File: config.mk
export PLATFORM = sky130hd
export DESIGN_NAME = max7219_chain
export DESIGN_NICKNAME = d
export VERILOG_FILES = /design/src/rtl/max7219_pkg.sv /design/src/rtl/spi_frame_tx.sv /design/src/rtl/max7219_chain.sv
export SDC_FILE = /design/constraint.sdc
export NUM_CORES = 1
export LEC_CHECK = 0
export ABC_AREA = 0
export ABC_CLOCK_PERIOD_IN_PS = 38700
export BUFFER_PORTS_ARGS = -buffer_cell sky130_fd_sc_hd__buf_2
export CAP_MARGIN = 25
export CORE_AREA = 5 5 198 181
export CTS_CLUSTER_DIAMETER = 40
export CTS_CLUSTER_SIZE = 28
export DETAILED_ROUTE_END_ITERATION = 7
export DIE_AREA = 0 0 203 186
export PLACE_DENSITY_LB_ADDON = 0.1
export SYNTH_ARGS = -nofsm -noshare
export SYNTH_HDL_FRONTEND = slang
export SYNTH_SLANG_ARGS = --single-unit
export TNS_END_PERCENT = 30
File: constraint.sdc
create_clock -name clk -period 38.7 [get_ports clk]
set_input_delay 3.87 -clock clk [delete_from_list [all_inputs] [get_ports clk]]
set_output_delay 3.87 -clock clk [all_outputs]
set_load 0.02 [all_outputs]
File: src/rtl/max7219_pkg.sv
// rtl/max7219_pkg.sv - register map, FSM states and init command list for the MAX7219 chain driver
package max7219_pkg;

  // MAX7219 register addresses
  localparam logic [7:0] REG_DECODE     = 8'h09;
  localparam logic [7:0] REG_INTENSITY  = 8'h0A;
  localparam logic [7:0] REG_SCAN_LIMIT = 8'h0B;
  localparam logic [7:0] REG_SHUTDOWN   = 8'h0C;
  localparam logic [7:0] REG_TEST       = 8'h0F;

  // Top-level FSM states
  localparam logic [2:0] ST_INIT   = 3'd0;
  localparam logic [2:0] ST_SNAP   = 3'd1;
  localparam logic [2:0] ST_ROW    = 3'd2;
  localparam logic [2:0] ST_CHECK  = 3'd3;
  localparam logic [2:0] ST_INTENS = 3'd4;
  localparam logic [2:0] ST_SHUT   = 3'd5;

  localparam int INIT_LEN = 5;

  // Power-up command list: shutdown, decode, scan limit, intensity, test
  function automatic logic [15:0] init_word(input logic [2:0] idx, input logic blank,
                                            input logic [3:0] intens);
    case (idx)
      3'd0:    return {REG_SHUTDOWN, 7'b0, ~blank};
      3'd1:    return {REG_DECODE, 8'h00};
      3'd2:    return {REG_SCAN_LIMIT, 8'h07};
      3'd3:    return {REG_INTENSITY, 4'h0, intens};
      default: return {REG_TEST, 8'h00};
    endcase
  endfunction

  // Digit/row registers start at address 1
  function automatic logic [7:0] row_addr(input logic [2:0] r);
    return {5'b0, r} + 8'd1;
  endfunction

endpackage

File: src/rtl/spi_frame_tx.sv
// rtl/spi_frame_tx.sv - shifts one CS-framed word MSB first with a fixed CS-high gap afterwards
module spi_frame_tx #(
  parameter int WIDTH   = 64,
  parameter int CLK_DIV = 4
) (
  input  logic             clk,
  input  logic             rst,
  input  logic             start,
  input  logic [WIDTH-1:0] word,
  output logic             done,
  output logic             sdo,
  output logic             cs_n,
  output logic             sck
);

  localparam int BW = $clog2(WIDTH);
  localparam int DW = $clog2(2 * CLK_DIV);

  localparam logic [1:0] TX_IDLE  = 2'd0;
  localparam logic [1:0] TX_SHIFT = 2'd1;
  localparam logic [1:0] TX_GAP   = 2'd2;

  localparam logic [DW-1:0] DIV_RISE = DW'(CLK_DIV - 1);
  localparam logic [DW-1:0] DIV_END  = DW'(2 * CLK_DIV - 1);
  localparam logic [DW-1:0] GAP_END  = DW'(2 * CLK_DIV - 2);
  localparam logic [BW-1:0] LAST_BIT = BW'(WIDTH - 1);

  logic [1:0]       st;
  logic [DW-1:0]    div;
  logic [BW-1:0]    bit_cnt;
  logic [WIDTH-1:0] sh;

  // The shift register drains to zero, so data idles low between frames
  assign sdo  = sh[WIDTH-1];
  // Asserted in the cycle before CS rises so the caller can update on the same edge
  assign done = (st == TX_SHIFT) && (div == DIV_END) && (bit_cnt == LAST_BIT);

  // Bit timing: CLK_DIV cycles sck low, CLK_DIV high, next bit on the falling edge
  always_ff @(posedge clk) begin
    if (rst) begin
      st      <= TX_IDLE;
      div     <= '0;
      bit_cnt <= '0;
      sh      <= '0;
      cs_n    <= 1'b1;
      sck     <= 1'b0;
    end else begin
      case (st)
        TX_IDLE: begin
          if (start) begin
            st      <= TX_SHIFT;
            sh      <= word;
            div     <= '0;
            bit_cnt <= '0;
            cs_n    <= 1'b0;
            sck     <= 1'b0;
          end
        end
        TX_SHIFT: begin
          if (div == DIV_RISE) begin
            sck <= 1'b1;
            div <= div + 1'b1;
          end else if (div == DIV_END) begin
            sck <= 1'b0;
            div <= '0;
            sh  <= {sh[WIDTH-2:0], 1'b0};
            if (bit_cnt == LAST_BIT) begin
              cs_n <= 1'b1;
              st   <= TX_GAP;
            end else begin
              bit_cnt <= bit_cnt + 1'b1;
            end
          end else begin
            div <= div + 1'b1;
          end
        end
        TX_GAP: begin
          // Return to idle one cycle early so the next CS fall lands after 2*CLK_DIV
          if (div == GAP_END) st <= TX_IDLE;
          else                div <= div + 1'b1;
        end
        default: st <= TX_IDLE;
      endcase
    end
  end

endmodule

File: src/rtl/max7219_chain.sv
// rtl/max7219_chain.sv - init, snapshot refresh and intensity/blank upkeep for a MAX7219 daisy chain
module max7219_chain
  import max7219_pkg::*;
#(
  parameter int NDEV          = 4,
  parameter int CLK_DIV       = 4,
  parameter int INTENSITY_RST = 8,
  parameter int REINIT_BITS   = 10
) (
  input  logic              clk,
  input  logic              rst,
  input  logic [64*NDEV-1:0] data,
  input  logic [3:0]        intensity,
  input  logic              blank,
  output logic              busy,
  output logic              refresh_done,
  output logic              leds_out,
  output logic              leds_cs,
  output logic              leds_clk
);

  localparam int FW = 16 * NDEV;

  logic [2:0]             state;
  logic [2:0]             init_idx;
  logic [2:0]             row;
  logic [REINIT_BITS-1:0] refresh_cnt;
  logic [64*NDEV-1:0]     snap;
  logic [3:0]             init_int;
  logic [3:0]             rec_int;
  logic                   init_blank;
  logic                   rec_blank;
  logic [7:0]             cmd_val;
  logic [FW-1:0]          frame;
  logic                   tx_start;
  logic                   tx_done;

  // The transmitter only accepts start when idle, so holding it high is safe
  assign tx_start = (state == ST_INIT) || (state == ST_ROW) ||
                    (state == ST_SHUT) || (state == ST_INTENS);

  // Frame word: device NDEV-1 occupies the MSBs and is therefore shifted first
  always_comb begin
    frame = '0;
    for (int d = 0; d < NDEV; d++) begin
      case (state)
        ST_INIT:   frame[d*16 +: 16] = init_word(init_idx, init_blank, init_int);
        ST_ROW:    frame[d*16 +: 16] = {row_addr(row), snap[d*64 + int'(row)*8 +: 8]};
        ST_SHUT:   frame[d*16 +: 16] = {REG_SHUTDOWN, cmd_val};
        ST_INTENS: frame[d*16 +: 16] = {REG_INTENSITY, cmd_val};
        default:   frame[d*16 +: 16] = 16'h0000;
      endcase
    end
  end

  // Coherent copy of the LED bits, taken once per refresh
  always_ff @(posedge clk) begin
    if (!rst && state == ST_SNAP) snap <= data;
  end

  // Sequencer: init list, 8 row frames, then decide on re-init / shutdown / intensity
  always_ff @(posedge clk) begin
    if (rst) begin
      state        <= ST_INIT;
      init_idx     <= '0;
      row          <= '0;
      refresh_cnt  <= '0;
      busy         <= 1'b1;
      refresh_done <= 1'b0;
      init_int     <= 4'(INTENSITY_RST);
      init_blank   <= blank;
      rec_int      <= 4'(INTENSITY_RST);
      rec_blank    <= 1'b0;
      cmd_val      <= '0;
    end else begin
      refresh_done <= 1'b0;
      case (state)
        ST_INIT: begin
          if (tx_done) begin
            if (init_idx == 3'(INIT_LEN - 1)) begin
              busy      <= 1'b0;
              rec_int   <= init_int;
              rec_blank <= init_blank;
              state     <= ST_SNAP;
            end else begin
              init_idx <= init_idx + 1'b1;
            end
          end
        end
        ST_SNAP: begin
          row   <= '0;
          state <= ST_ROW;
        end
        ST_ROW: begin
          if (tx_done) begin
            if (row == 3'd7) begin
              refresh_done <= 1'b1;
              refresh_cnt  <= refresh_cnt + 1'b1;
              state        <= ST_CHECK;
            end else begin
              row <= row + 1'b1;
            end
          end
        end
        ST_CHECK: begin
          if (refresh_cnt == '0) begin
            init_idx   <= '0;
            init_int   <= intensity;
            init_blank <= blank;
            busy       <= 1'b1;
            state      <= ST_INIT;
          end else if (blank != rec_blank) begin
            cmd_val <= {7'b0, ~blank};
            state   <= ST_SHUT;
          end else if (intensity != rec_int) begin
            cmd_val <= {4'b0, intensity};
            state   <= ST_INTENS;
          end else begin
            state <= ST_SNAP;
          end
        end
        ST_SHUT: begin
          if (tx_done) begin
            rec_blank <= ~cmd_val[0];
            state     <= ST_CHECK;
          end
        end
        ST_INTENS: begin
          if (tx_done) begin
            rec_int <= cmd_val[3:0];
            state   <= ST_CHECK;
          end
        end
        default: state <= ST_INIT;
      endcase
    end
  end

  spi_frame_tx #(
    .WIDTH   (FW),
    .CLK_DIV (CLK_DIV)
  ) u_tx (
    .clk   (clk),
    .rst   (rst),
    .start (tx_start),
    .word  (frame),
    .done  (tx_done),
    .sdo   (leds_out),
    .cs_n  (leds_cs),
    .sck   (leds_clk)
  );

endmodule

==> tab_implementation.tex, run 1 <==
\begin{tabular}{lr}
\hline
Metric & Value \\
\hline
\multicolumn{2}{l}{\textbf{Status}} \\
Outcome & completed \\
\multicolumn{2}{l}{\textbf{Placed design}} \\
Post-detailed-placement cell area & 0.0166 mm² \\
Port Buffers & 267 \\
Placed cell count & 1650 \\
HPWL Detailed & 24.9 mm \\
Placer congestion estimate & 0.809 \\
\multicolumn{2}{l}{\textbf{Clock network}} \\
Hold buffer count at CTS & 0 \\
Clock latency of the later-clocked register in the worst-skew pair & 0.55 ns \\
Htree depth & 2 \\
Number of setup buffers added after CTS & 0 \\
Cts bufs inserted & 46 \\
CTS root buffer & clkbuf\_16 \\
Clock sink count & 368 \\
Maximum buffer depth of the clock tree & 3 \\
Post\_cts resized & 0 \\
Clock edge transition at the registers on the reported setup and hold paths & 0.06 ns \\
CTS tree & yes \\
\multicolumn{2}{l}{\textbf{Global routing}} \\
GRT Residual Overflow & 0 \\
Antenna violations before repair & 21 \\
Global-route wire length before repair & 54.6 mm \\
Tot GR Track Use & 18.7\% \\
Pin count of the biggest net entering global routing & 105 \\
Via count of the first global-routing pass & 9567 \\
\multicolumn{2}{l}{\textbf{Timing}} \\
Total negative slack & 0 ns \\
Worst slew margin & 32.4\% \\
Setup Viol. Count Final & 0 \\
Final Max Slew Viols & 0 \\
Fin crit period & 6.11 ns \\
Final-layout worst hold slack & 0.466 ns \\
Maximum clock frequency & 0.164 GHz \\
Fraction of the cycle the final worst path needs & 15.8\% \\
Hold violation count in the final report & 0 \\
RSZ-0062 raised after global routing & false \\
Final worst clock skew & 0.0223 ns \\
Transition at the pin with the smallest max-transition slack & 1.01 ns \\
\multicolumn{2}{l}{\textbf{Worst setup path}} \\
Cell with the largest stage delay on the worst path & buf\_4 \\
Cell occurring most often along the worst timing path & buf\_4 \\
Critical Path Source Type & primary input \\
Worst Setup End Kind & flop \\
Highest net fanout along the worst path & 80 \\
Arrival time at the worst endpoint & 6.27 ns \\
Critical Setup Path Class & primary input to flop \\
Required time of the critical path & 38.86 ns \\
Cells traversed along the worst timing path & buf\_4 -> buf\_16 -> nor4\_2 -> buf\_4 -> buf\_4 \\
Delay contributed by the slowest stage of the critical path & 0.84 ns \\
R2R setup slack & 35.11 ns \\
\multicolumn{2}{l}{\textbf{Yosys}} \\
EDFF count, synth & 257 \\
Number of synthesized register bits & 368 \\
Area fraction in compound gates after synthesis & 7.61\% \\
Library cell with the largest summed area after synthesis & edfxtp\_1 \\
Combinational family with the most area after synthesis & multiplexers \\
Xor/xnor share of the synthesized area & 1.06\% \\
Synth Flop Type & edfxtp\_1 \\
Top cell type's share of synthesized area & 51.7\% \\
Register area share after synthesis & 66.6\% \\
Syn Area/Cell & 14.9 µm² \\
Synth Area in Simple Gates & 7.92\% \\
Total standard cell area after synthesis & 0.0149 mm² \\
Net Count, Synth & 1287 \\
Adder-cell area share of the yosys netlist & 1.66\% \\
Number of distinct library cells after synthesis & 64 \\
Mapped Cells & 1005 \\
Synth warnings & 0 \\
Share of cell area taken by muxes after synthesis & 12.8\% \\
Cell types with the largest area share after synthesis & edfxtp\_1 52\%, dfxtp\_1 15\%, mux4\_2 9.5\%, mux2i\_1 3.0\%, nor2\_1 2.0\% \\
Async S/R FF share, synth & 0\% \\
\multicolumn{2}{l}{\textbf{Flow run}} \\
Max-cap violation count & 0 \\
\multicolumn{2}{l}{\textbf{Final layout}} \\
NumNets Final & 1552 \\
Most frequent cells in the layout & 266 x buf\_2, 257 x edfxtp\_1, 108 x dfxtp\_1 \\
Fraction of layout instances using a drive strength above 1 & 33.7\% \\
Number of fill cells in the layout & 2852 \\
Final instance area & 0.0183 mm² \\
Footprint of the multi-input gates & 0.00464 mm² \\
Most common cell after layout, fill and taps aside & buf\_2 \\
Filler-free cell count of the finished design & 1741 \\
Register cell area after layout & 0.00995 mm² \\
Layout overhead on the synthesized area & 22.4\% \\
\multicolumn{2}{l}{\textbf{Detailed routing}} \\
Number of nets with antenna violations after detailed routing & 0 \\
Via count & 9409 \\
Final routed wirelength across all metal layers & 35.7 mm \\
Count of routing violations after the opening detailed-route iteration & 660 \\
Detailed-route wire length per cell & 20.5 µm \\
Drt via density & 5.40 \\
Number of DRC violations after detailed routing & 0 \\
First-pass iteration count of the detailed router & 5 \\
\multicolumn{2}{l}{\textbf{Die}} \\
I/O Pins & 268 \\
Floorplan row count & 64 \\
Placeable core region & 0.0336 mm² \\
Width of the die & 203 µm \\
Initial standard-cell utilization of the core & 44.5\% \\
Die footprint & 0.0378 mm² \\
Overall die height & 186 µm \\
\multicolumn{2}{l}{\textbf{Power and ir drop}} \\
Pwr dens & 56.0 mW/mm² \\
Leakage dissipation & 0.00649 µW \\
Peak supply drop & 0.0427 mV \\
\multicolumn{2}{l}{\textbf{Worst hold path}} \\
Tightest Hold Check Type & flop to flop \\
\hline
\end{tabular}
[cells by family after synthesis]
kind of cell	after synthesis
AND/OR/NAND/NOR	243
AO/OA/AOI/OAI	164
buffers and inverters	81
multiplexers	111
adder cells (fa/ha/maj)	20
flip-flops	368
XOR/XNOR	18
[Yosys cell counts (17+ instances only)]
master and n:
a21boi_0 21, a21oi_1 28, a22oi_1 25, buf_2 21
clkbuf_1 28, dfxtp_1 111, edfxtp_1 257, ha_1 19
inv_1 21, mux2i_1 44, mux4_2 63, nand2_1 47
nand3_1 32, nor2_1 81, nor3_1 20, o21ai_0 20
o22ai_1 17
[metal layers]
layer,vias up,global-route usage [%],routed length (µm)
met5,-,0,188
met4,34,4.13,576
met3,82,6.34,2790
met2,273,29.3,16600
met1,4569,25.8,15500
li1,4451,-,-
[area by class of cell]
class                      instances  share of cell area, %
sequential                       368                   54.5
multi-input combinational        556                   25.4
timing repair buffer             277                   7.85
clock buffer                      54                   7.04
tap                              429                   2.94
clock inverter                    32                   1.80
inverter                          21                  0.432
antenna                            4                 0.0548
[where the power goes]
part | internal, µW | switching (µW) | total (µW) | leakage (µW)
Sequential | 447 | 12.7 | 460 | 0.00322
Clock | 264 | 174 | 438 | 0.000780
Combinational | 41.9 | 82.5 | 124 | 0.00248
[stage by stage]
step                power, µW  setup WS (ns)  utilization, %
floorplan                 561           8.90               -
global placement          591          31.99            49.5
finish                   1020          32.59            54.4
CTS                      1030          32.49            54.3
detailed placement        593          31.92            49.5
global route             1070          32.37            54.4
[worst max-delay path, delay by kind of cell]
kind / cells / cell delay [ns]
and+or+nand+nor: 1 / 0.23
buffers and inverters: 4 / 2.06
[state kept, by name, summed over array words and instances (netlist names), 3 cells and up]
name,count
row,3
init_idx,3
init_int,4
u_tx.sh,64
state,3
refresh_cnt,10
rec_int,4
u_tx.bit_cnt,6
snap,256
u_tx.div,3
cmd_val,4
[final timing paths]
kind	cells past startpoint	startpoint	to
setup / recovery	5	rst	snap[154]
hold / removal	2	busy	busy
setup reg to reg	6	state[2]	u_tx.sh[24]
hold reg to reg	2	busy	busy
Note: power is estimated with default switching activity, not from simulation.
==> inputs of run 2 (changes only) <==
--- a/config.mk
+++ b/config.mk
@@ -6,7 +6,7 @@
 export NUM_CORES = 1
 export LEC_CHECK = 0
 export ABC_AREA = 0
-export ABC_CLOCK_PERIOD_IN_PS = 38700
+export ABC_CLOCK_PERIOD_IN_PS = 5000
 export BUFFER_PORTS_ARGS = -buffer_cell sky130_fd_sc_hd__buf_2
 export CAP_MARGIN = 25
 export CORE_AREA = 5 5 198 181
==> constraint.sdc (replaced) <==
create_clock -name clk -period 5 [get_ports clk]
set_input_delay 0.5 -clock clk [delete_from_list [all_inputs] [get_ports clk]]
set_output_delay 0.5 -clock clk [all_outputs]
set_load 0.02 [all_outputs]
==> run 2 against run 1 <==
Effect of this change: combinational power rose to 7.7 times the previous value; flip-flop and latch count unchanged; clock skew fell by 0.0054 ns; wire length is 0.23% lower; first-iteration DRC count decreased by 29%; count of clock-buffer cells in the layout is 6 lower; sequential share of layout area up 0.18 points; largest power group unchanged; highest routed layer unchanged.
==> tab_implementation.tex, run 2 (synthesis results as in run 1) <==
\begin{tabular}{lr}
\hline
Metric & Value \\
\hline
\multicolumn{2}{l}{\textbf{Worst setup path}} \\
Highest net fanout along the worst path & 28 \\
Delay contributed by the slowest stage of the critical path & 0.79 ns \\
Cell with the largest stage delay on the worst path & dfxtp\_1 \\
Worst Path Buf+Inv & 1 \\
Arrival time at the worst endpoint & 3.94 ns \\
Critical Path Source Type & flop \\
Required time of the critical path & 5.39 ns \\
Cells traversed along the worst timing path & mux2\_4 -> a22oi\_4 -> nand2\_1 -> buf\_4 -> a211oi\_1 -> a311oi\_1 \\
Delay-heaviest family, CP & compound AO/OA/AOI/OAI gates \\
Worst Setup End Kind & flop \\
Critical Setup Path Class & flop to flop \\
\multicolumn{2}{l}{\textbf{Die}} \\
Overall die height & 186 µm \\
Placeable core region & 0.0336 mm² \\
Floorplan row count & 64 \\
Initial standard-cell utilization of the core & 44.5\% \\
Die footprint & 0.0378 mm² \\
Width of the die & 203 µm \\
I/O Pins & 268 \\
\multicolumn{2}{l}{\textbf{Final layout}} \\
Most flop-heavy register & snap \\
Filler-free cell count of the finished design & 1746 \\
Most frequent cells in the layout & 266 x buf\_2, 257 x edfxtp\_1, 108 x dfxtp\_1 \\
Fraction of layout instances using a drive strength above 1 & 33.5\% \\
NumNets Final & 1551 \\
Most common cell after layout, fill and taps aside & buf\_2 \\
Number of fill cells in the layout & 2861 \\
Registers with the most flip-flops & snap x256, u\_tx.sh x64, refresh\_cnt x10 \\
Register cell area after layout & 0.00995 mm² \\
Layout overhead on the synthesized area & 22.0\% \\
Footprint of the multi-input gates & 0.00465 mm² \\
Flip-flop count of the largest register, all copies and words added & 256 \\
Final instance area & 0.0182 mm² \\
\multicolumn{2}{l}{\textbf{Power and ir drop}} \\
Clk network pwr share & 41.8\% \\
Combinational share of power & 12.2\% \\
Cell Int Power & 5710 µW \\
Total Power & 7770 µW \\
Peak supply drop & 0.288 mV \\
Reg power frac & 45.9\% \\
Pwr dens & 427 mW/mm² \\
Switching part of the total & 26.5\% \\
Net Switching & 2050 µW \\
Leakage dissipation & 0.00644 µW \\
\multicolumn{2}{l}{\textbf{Timing}} \\
Setup Viol. Count Final & 0 \\
Final Max Slew Viols & 0 \\
Final-layout worst hold slack & 0.120 ns \\
Total negative slack & 0 ns \\
Fin crit period & 3.54 ns \\
Hold violation count in the final report & 0 \\
Maximum clock frequency & 0.282 GHz \\
Final worst clock skew & 0.0169 ns \\
RSZ-0062 raised after global routing & false \\
Transition at the pin with the smallest max-transition slack & 0.936 ns \\
Fraction of the cycle the final worst path needs & 70.8\% \\
Worst slew margin & 37.6\% \\
\multicolumn{2}{l}{\textbf{Worst hold path}} \\
Tightest Hold Check Type & primary input to flop \\
\multicolumn{2}{l}{\textbf{Placed design}} \\
Port Buffers & 267 \\
Post-detailed-placement cell area & 0.0167 mm² \\
HPWL Detailed & 24.5 mm \\
Placed cell count & 1650 \\
Placer congestion estimate & 0.771 \\
\multicolumn{2}{l}{\textbf{Status}} \\
Outcome & completed \\
\multicolumn{2}{l}{\textbf{Detailed routing}} \\
Number of nets with antenna violations after detailed routing & 0 \\
First-pass iteration count of the detailed router & 5 \\
Detailed-route wire length per cell & 20.4 µm \\
Drt via density & 5.36 \\
Number of DRC violations after detailed routing & 0 \\
Count of routing violations after the opening detailed-route iteration & 469 \\
Final routed wirelength across all metal layers & 35.6 mm \\
Via count & 9363 \\
\multicolumn{2}{l}{\textbf{Clock network}} \\
Clock latency of the later-clocked register in the worst-skew pair & 0.55 ns \\
CTS root buffer & clkbuf\_16 \\
Clock sink count & 368 \\
Post\_cts resized & 0 \\
Hold buffer count at CTS & 0 \\
Clock edge transition at the registers on the reported setup and hold paths & 0.06 ns \\
CTS tree & yes \\
Maximum buffer depth of the clock tree & 3 \\
Htree depth & 2 \\
Number of setup buffers added after CTS & 0 \\
Cts bufs inserted & 46 \\
\multicolumn{2}{l}{\textbf{Global routing}} \\
Tot GR Track Use & 18.6\% \\
GRT Residual Overflow & 0 \\
Via count of the first global-routing pass & 9622 \\
Global-route wire length before repair & 54.7 mm \\
Pin count of the biggest net entering global routing & 160 \\
Antenna violations before repair & 25 \\
\multicolumn{2}{l}{\textbf{Flow run}} \\
Max-cap violation count & 0 \\
\hline
\end{tabular}
==> run 2: cell type report <==
class,count,area share [%]
Clock inverter,37,1.82
Multi-Input combinational cell,556,25.5
Inverter,21,0.433
Clock buffer,48,6.54
Tap cell,429,2.95
Sequential cell,368,54.6
Timing Repair Buffer,276,7.93
Antenna cell,11,0.151
==> run 2: routing by layer <==
metal / GRT usage [%] / vias up / part of all wire [%]
met5: 0 / - / 0.46
met1: 25.2 / 4523 / 43
li1: - / 4450 / -
met3: 6.93 / 79 / 8.4
met2: 29.2 / 283 / 46
met4: 4.18 / 28 / 1.8
==> run 2: path summary, 6_finish.rpt <==
| check | start | endpoint | slack, ns | depth (start not counted) |
|---|---|---|---|---|
| min | data[88] | snap[88] | 0.12 | 1 |
| min reg2reg | u_tx.sh[7] | u_tx.sh[8] | 0.46 | 2 |
| max reg2reg | state[2] | u_tx.sh[17] | 1.46 | 6 |
| max | state[2] | u_tx.sh[17] | 1.46 | 6 |
==> run 2: stage by stage <==
| step | worst slack [ns] | util [%] |
|---|---|---|
| 6_report | 1.46 | 54.3 |
| 5_1_grt | 1.24 | 54.2 |
| 4_1_cts | 1.53 | 54.2 |
| 3_5_place_dp | 1.52 | 49.6 |
| 3_3_place_gp | 1.68 | 49.6 |
| 2_1_floorplan | -4.35 | - |
==> run 2: power by group through the flow <==
stage / Sequential [µW] / Clock, µW / Combinational [µW]
after floorplan: 3610 / 0 / 683
after detailed placement: 3630 / 0 / 943
after global placement: 3620 / 0 / 930
after global routing: 3580 / 3480 / 1060
after CTS: 3570 / 3340 / 945
final: 3570 / 3250 / 950
==> inputs of run 3 (changes only) <==
--- a/config.mk
+++ b/config.mk
@@ -5,15 +5,15 @@
 export SDC_FILE = /design/constraint.sdc
 export NUM_CORES = 1
 export LEC_CHECK = 0
-export ABC_AREA = 0
-export ABC_CLOCK_PERIOD_IN_PS = 5000
+export ABC_AREA = 1
+export ABC_CLOCK_PERIOD_IN_PS = 3700
 export BUFFER_PORTS_ARGS = -buffer_cell sky130_fd_sc_hd__buf_2
 export CAP_MARGIN = 25
-export CORE_AREA = 5 5 198 181
+export CORE_AREA = 5 5 205 187
 export CTS_CLUSTER_DIAMETER = 40
 export CTS_CLUSTER_SIZE = 28
 export DETAILED_ROUTE_END_ITERATION = 7
-export DIE_AREA = 0 0 203 186
+export DIE_AREA = 0 0 210 192
 export PLACE_DENSITY_LB_ADDON = 0.1
 export SYNTH_ARGS = -nofsm -noshare
 export SYNTH_HDL_FRONTEND = slang
==> constraint.sdc (replaced) <==
create_clock -name clk -period 3.7 [get_ports clk]
set_input_delay 0.37 -clock clk [delete_from_list [all_inputs] [get_ports clk]]
set_output_delay 0.37 -clock clk [all_outputs]
set_load 0.02 [all_outputs]
==> run 3 against run 2 <==
Effect of this change: highest routed layer is now met4; worst setup slack worse by 0.16 ns; fmax up 48%; flip-flop and latch count unchanged; power up 56%; first-iteration DRC count rose to 2.6 times the previous value; final area up 21%; synthesized cell count up 61%; largest power group is now the clock network; clock power up 59%; clock skew up 0.023 ns; critical endpoint is now refresh_cnt[6]; worst hold slack better by 0.026 ns; register-to-register slack worse by 0.16 ns.
==> tab_implementation.tex, run 3 <==
\begin{tabular}{lr}
\hline
Metric & Value \\
\hline
\multicolumn{2}{l}{\textbf{Power and ir drop}} \\
Leakage dissipation & 0.00890 µW \\
Net Switching & 3470 µW \\
Combinational share of power & 17.3\% \\
Switching part of the total & 28.6\% \\
Peak supply drop & 0.600 mV \\
Reg power frac & 40.0\% \\
Clk network pwr share & 42.8\% \\
Cell Int Power & 8650 µW \\
Pwr dens & 550 mW/mm² \\
\multicolumn{2}{l}{\textbf{Final layout}} \\
NumNets Final & 2407 \\
Fraction of layout instances using a drive strength above 1 & 19.8\% \\
Most common cell after layout, fill and taps aside & nand2\_1 \\
Registers with the most flip-flops & snap x256, u\_tx.sh x64, refresh\_cnt x10 \\
Most flop-heavy register & snap \\
Flip-flop count of the largest register, all copies and words added & 256 \\
Final instance area & 0.0220 mm² \\
Most frequent cells in the layout & 345 x nand2\_1, 267 x buf\_2, 257 x dlygate4sd3\_1, 257 x edfxtp\_1, 143 x inv\_1 \\
Layout overhead on the synthesized area & 38.2\% \\
Filler-free cell count of the finished design & 2646 \\
\multicolumn{2}{l}{\textbf{Worst setup path}} \\
Depth of the worst register-to-register path & 10 \\
Critical Path Source Type & flop \\
Cells traversed along the worst timing path & inv\_1 -> ha\_2 -> buf\_4 -> nand2\_1 -> inv\_1 -> nand2\_2 -> nor3\_4 -> nand2\_1 -> o21ai\_0 -> nor2\_1 \\
Worst Path Buf+Inv & 3 \\
R2R setup slack & 1.30 ns \\
Capture point of the worst reg-to-reg path & refresh\_cnt[6] \\
Highest net fanout along the worst path & 69 \\
Critical Setup Path Class & flop to flop \\
Worst Setup End Kind & flop \\
Required time of the critical path & 4.16 ns \\
Startpoint of the worst-slack reg-to-reg timing path & u\_tx.st[1] \\
Cell with the largest stage delay on the worst path & buf\_4 \\
Delay contributed by the slowest stage of the critical path & 0.65 ns \\
Delay-heaviest family, CP & buffers and inverters \\
Arrival time at the worst endpoint & 2.86 ns \\
\multicolumn{2}{l}{\textbf{Timing}} \\
Final Max Slew Viols & 0 \\
Transition at the pin with the smallest max-transition slack & 0.861 ns \\
Setup Viol. Count Final & 0 \\
RSZ-0062 raised after global routing & false \\
Fin crit period & 2.40 ns \\
Maximum clock frequency & 0.417 GHz \\
Hold violation count in the final report & 0 \\
Final-layout worst hold slack & 0.146 ns \\
Worst setup margin & 1.30 ns \\
Final worst clock skew & 0.0403 ns \\
Fraction of the cycle the final worst path needs & 64.8\% \\
Worst slew margin & 42.4\% \\
Total negative slack & 0 ns \\
\multicolumn{2}{l}{\textbf{Die}} \\
Die footprint & 0.0403 mm² \\
I/O Pins & 268 \\
Initial standard-cell utilization of the core & 44.5\% \\
Overall die height & 192 µm \\
Floorplan row count & 66 \\
Placeable core region & 0.0358 mm² \\
Width of the die & 210 µm \\
\multicolumn{2}{l}{\textbf{Yosys}} \\
Net Count, Synth & 1900 \\
Number of distinct library cells after synthesis & 41 \\
Number of synthesized register bits & 368 \\
Cell types with the largest area share after synthesis & edfxtp\_1 48\%, dfxtp\_1 14\%, nand2\_1 8.1\%, nand3\_1 4.1\%, a21oi\_1 4.0\% \\
Syn Area/Cell & 9.85 µm² \\
Synth warnings & 0 \\
EDFF count, synth & 257 \\
Library cell with the largest summed area after synthesis & edfxtp\_1 \\
Synth Flop Type & edfxtp\_1 \\
Top cell type's share of synthesized area & 48.4\% \\
Register area share after synthesis & 62.3\% \\
Cell types with the highest counts after synthesis & 345 x nand2\_1, 257 x edfxtp\_1, 144 x inv\_1 \\
Async S/R FF share, synth & 0\% \\
Total standard cell area after synthesis & 0.0159 mm² \\
Mapped Cells & 1618 \\
Most repeated cell in the gate-level netlist after synthesis & nand2\_1 \\
\multicolumn{2}{l}{\textbf{Placed design}} \\
Pre-CTS setup slack & 1.31 ns \\
Port Buffers & 267 \\
Post-detailed-placement cell area & 0.0176 mm² \\
Placer congestion estimate & 0.843 \\
HPWL Detailed & 29.6 mm \\
Placed cell count & 2291 \\
\multicolumn{2}{l}{\textbf{Status}} \\
Outcome & completed \\
\multicolumn{2}{l}{\textbf{Detailed routing}} \\
Met3 WL & 2.69 mm \\
Via count & 13344 \\
Length of routed wiring on met1 & 20.6 mm \\
Number of nets with antenna violations after detailed routing & 0 \\
Drt via density & 5.04 \\
Count of routing violations after the opening detailed-route iteration & 1233 \\
Detailed-route wire length per cell & 17.8 µm \\
Final routed wirelength across all metal layers & 47.0 mm \\
Number of DRC violations after detailed routing & 0 \\
First-pass iteration count of the detailed router & 7 \\
Uppermost signal routing layer after detailed routing & met4 \\
Met2 WL post-DR & 22.4 mm \\
\multicolumn{2}{l}{\textbf{Clock network}} \\
CTS tree & yes \\
Htree depth & 2 \\
Number of setup buffers added after CTS & 0 \\
CTS root buffer & clkbuf\_16 \\
Maximum buffer depth of the clock tree & 3 \\
Hold buffer count at CTS & 257 \\
Post\_cts resized & 0 \\
Cts bufs inserted & 51 \\
Clock edge transition at the registers on the reported setup and hold paths & 0.05 ns \\
Clock sink count & 368 \\
Clock latency of the later-clocked register in the worst-skew pair & 0.59 ns \\
\multicolumn{2}{l}{\textbf{Global routing}} \\
Antenna violations before repair & 2 \\
Tot GR Track Use & 23.0\% \\
GRT Residual Overflow & 0 \\
Pin count of the biggest net entering global routing & 90 \\
Via count of the first global-routing pass & 13377 \\
Global-route wire length before repair & 72.9 mm \\
\multicolumn{2}{l}{\textbf{Worst hold path}} \\
End point of the most critical hold path & init\_int[3] \\
Min-Delay Path Depth & 3 \\
Critical hold path startpoint & intensity[3] \\
Tightest Hold Check Type & primary input to flop \\
\multicolumn{2}{l}{\textbf{Flow run}} \\
Max-cap violation count & 0 \\
\hline
\end{tabular}
==> run 3: cell types whose count changed in the layout (fill, tap and decap cells not counted), moves of 43 or more <==
cell           delta
nor2_1           +49
nand3_1          +99
mux2i_1          -43
dlygate4sd3_1   +257
o21ai_0         +104
nand2_1         +298
mux4_2           -63
inv_1           +122
a21oi_1         +101
==> run 3: cell families (layout without fill, tap and decap cells) <==
| logic type | count (synthesis) | after routing | synth area share (%) |
|---|---|---|---|
| compound gates | 325 | 325 | 11.2 |
| xor+xnor | 11 | 11 | 0.604 |
| fa+ha+maj | 19 | 19 | 1.49 |
| buf+inv | 239 | 789 | 6.40 |
| flops | 368 | 368 | 62.3 |
| mux | 1 | 1 | 0.0628 |
| other cells | 0 | 2 | 0 |
| simple gates | 655 | 655 | 17.9 |
==> run 3: power by group through the flow <==
| stage | Combinational, µW | Sequential [µW] | Clock [µW] |
|---|---|---|---|
| CTS | 2080 | 4840 | 5260 |
| detailed placement | 1860 | 4920 | 0 |
| finish | 2100 | 4840 | 5180 |
| floorplan | 1520 | 4880 | 0 |
| global placement | 1860 | 4920 | 0 |
| global route | 2330 | 4860 | 5470 |
==> run 3: tightest hold or removal path: cells and delay by family <==
kind / cells / cell delay, ns
buf+inv: 1 / 0.13
simple gates: 2 / 0.16
==> run 3: layer usage <==
metal	vias up	global-route usage (%)
met5	-	0
met4	0	7.10
met3	89	4.36
met2	421	37.7
met1	6308	31.3
li1	6526	-
==> run 3: cell type report <==
class | instances | area (µm²)
Inverter | 152 | 577
Tap cell | 476 | 596
Clock inverter | 35 | 447
Clock buffer | 61 | 1380
Antenna cell | 2 | 5.00
Timing Repair Buffer | 541 | 4090
Sequential cell | 368 | 9950
Fill cell | 2902 | 13800
Multi-Input combinational cell | 1011 | 5000
==> run 3: worst max path at each step <==
stage          startpoint             end  slack, ns  depth (start not counted)
3_5_place_dp   u_tx.st[1]  refresh_cnt[6]       1.31                         10
5_1_grt        u_tx.st[1]  refresh_cnt[3]       1.05                         10
4_1_cts        u_tx.st[1]  refresh_cnt[2]       1.31                         10
3_3_place_gp       row[0]     u_tx.sh[50]       1.35                          9
2_1_floorplan         rst         snap[0]      -3.44                          3
6_report       u_tx.st[1]  refresh_cnt[6]       1.30                         10
==> run 3: through the flow <==
stage	power, µW	utilization, %
2_1_floorplan	6400	-
3_3_place_gp	6780	49.2
3_5_place_dp	6770	49.2
4_1_cts	12200	61.5
5_1_grt	12700	61.5
6_report	12100	61.5
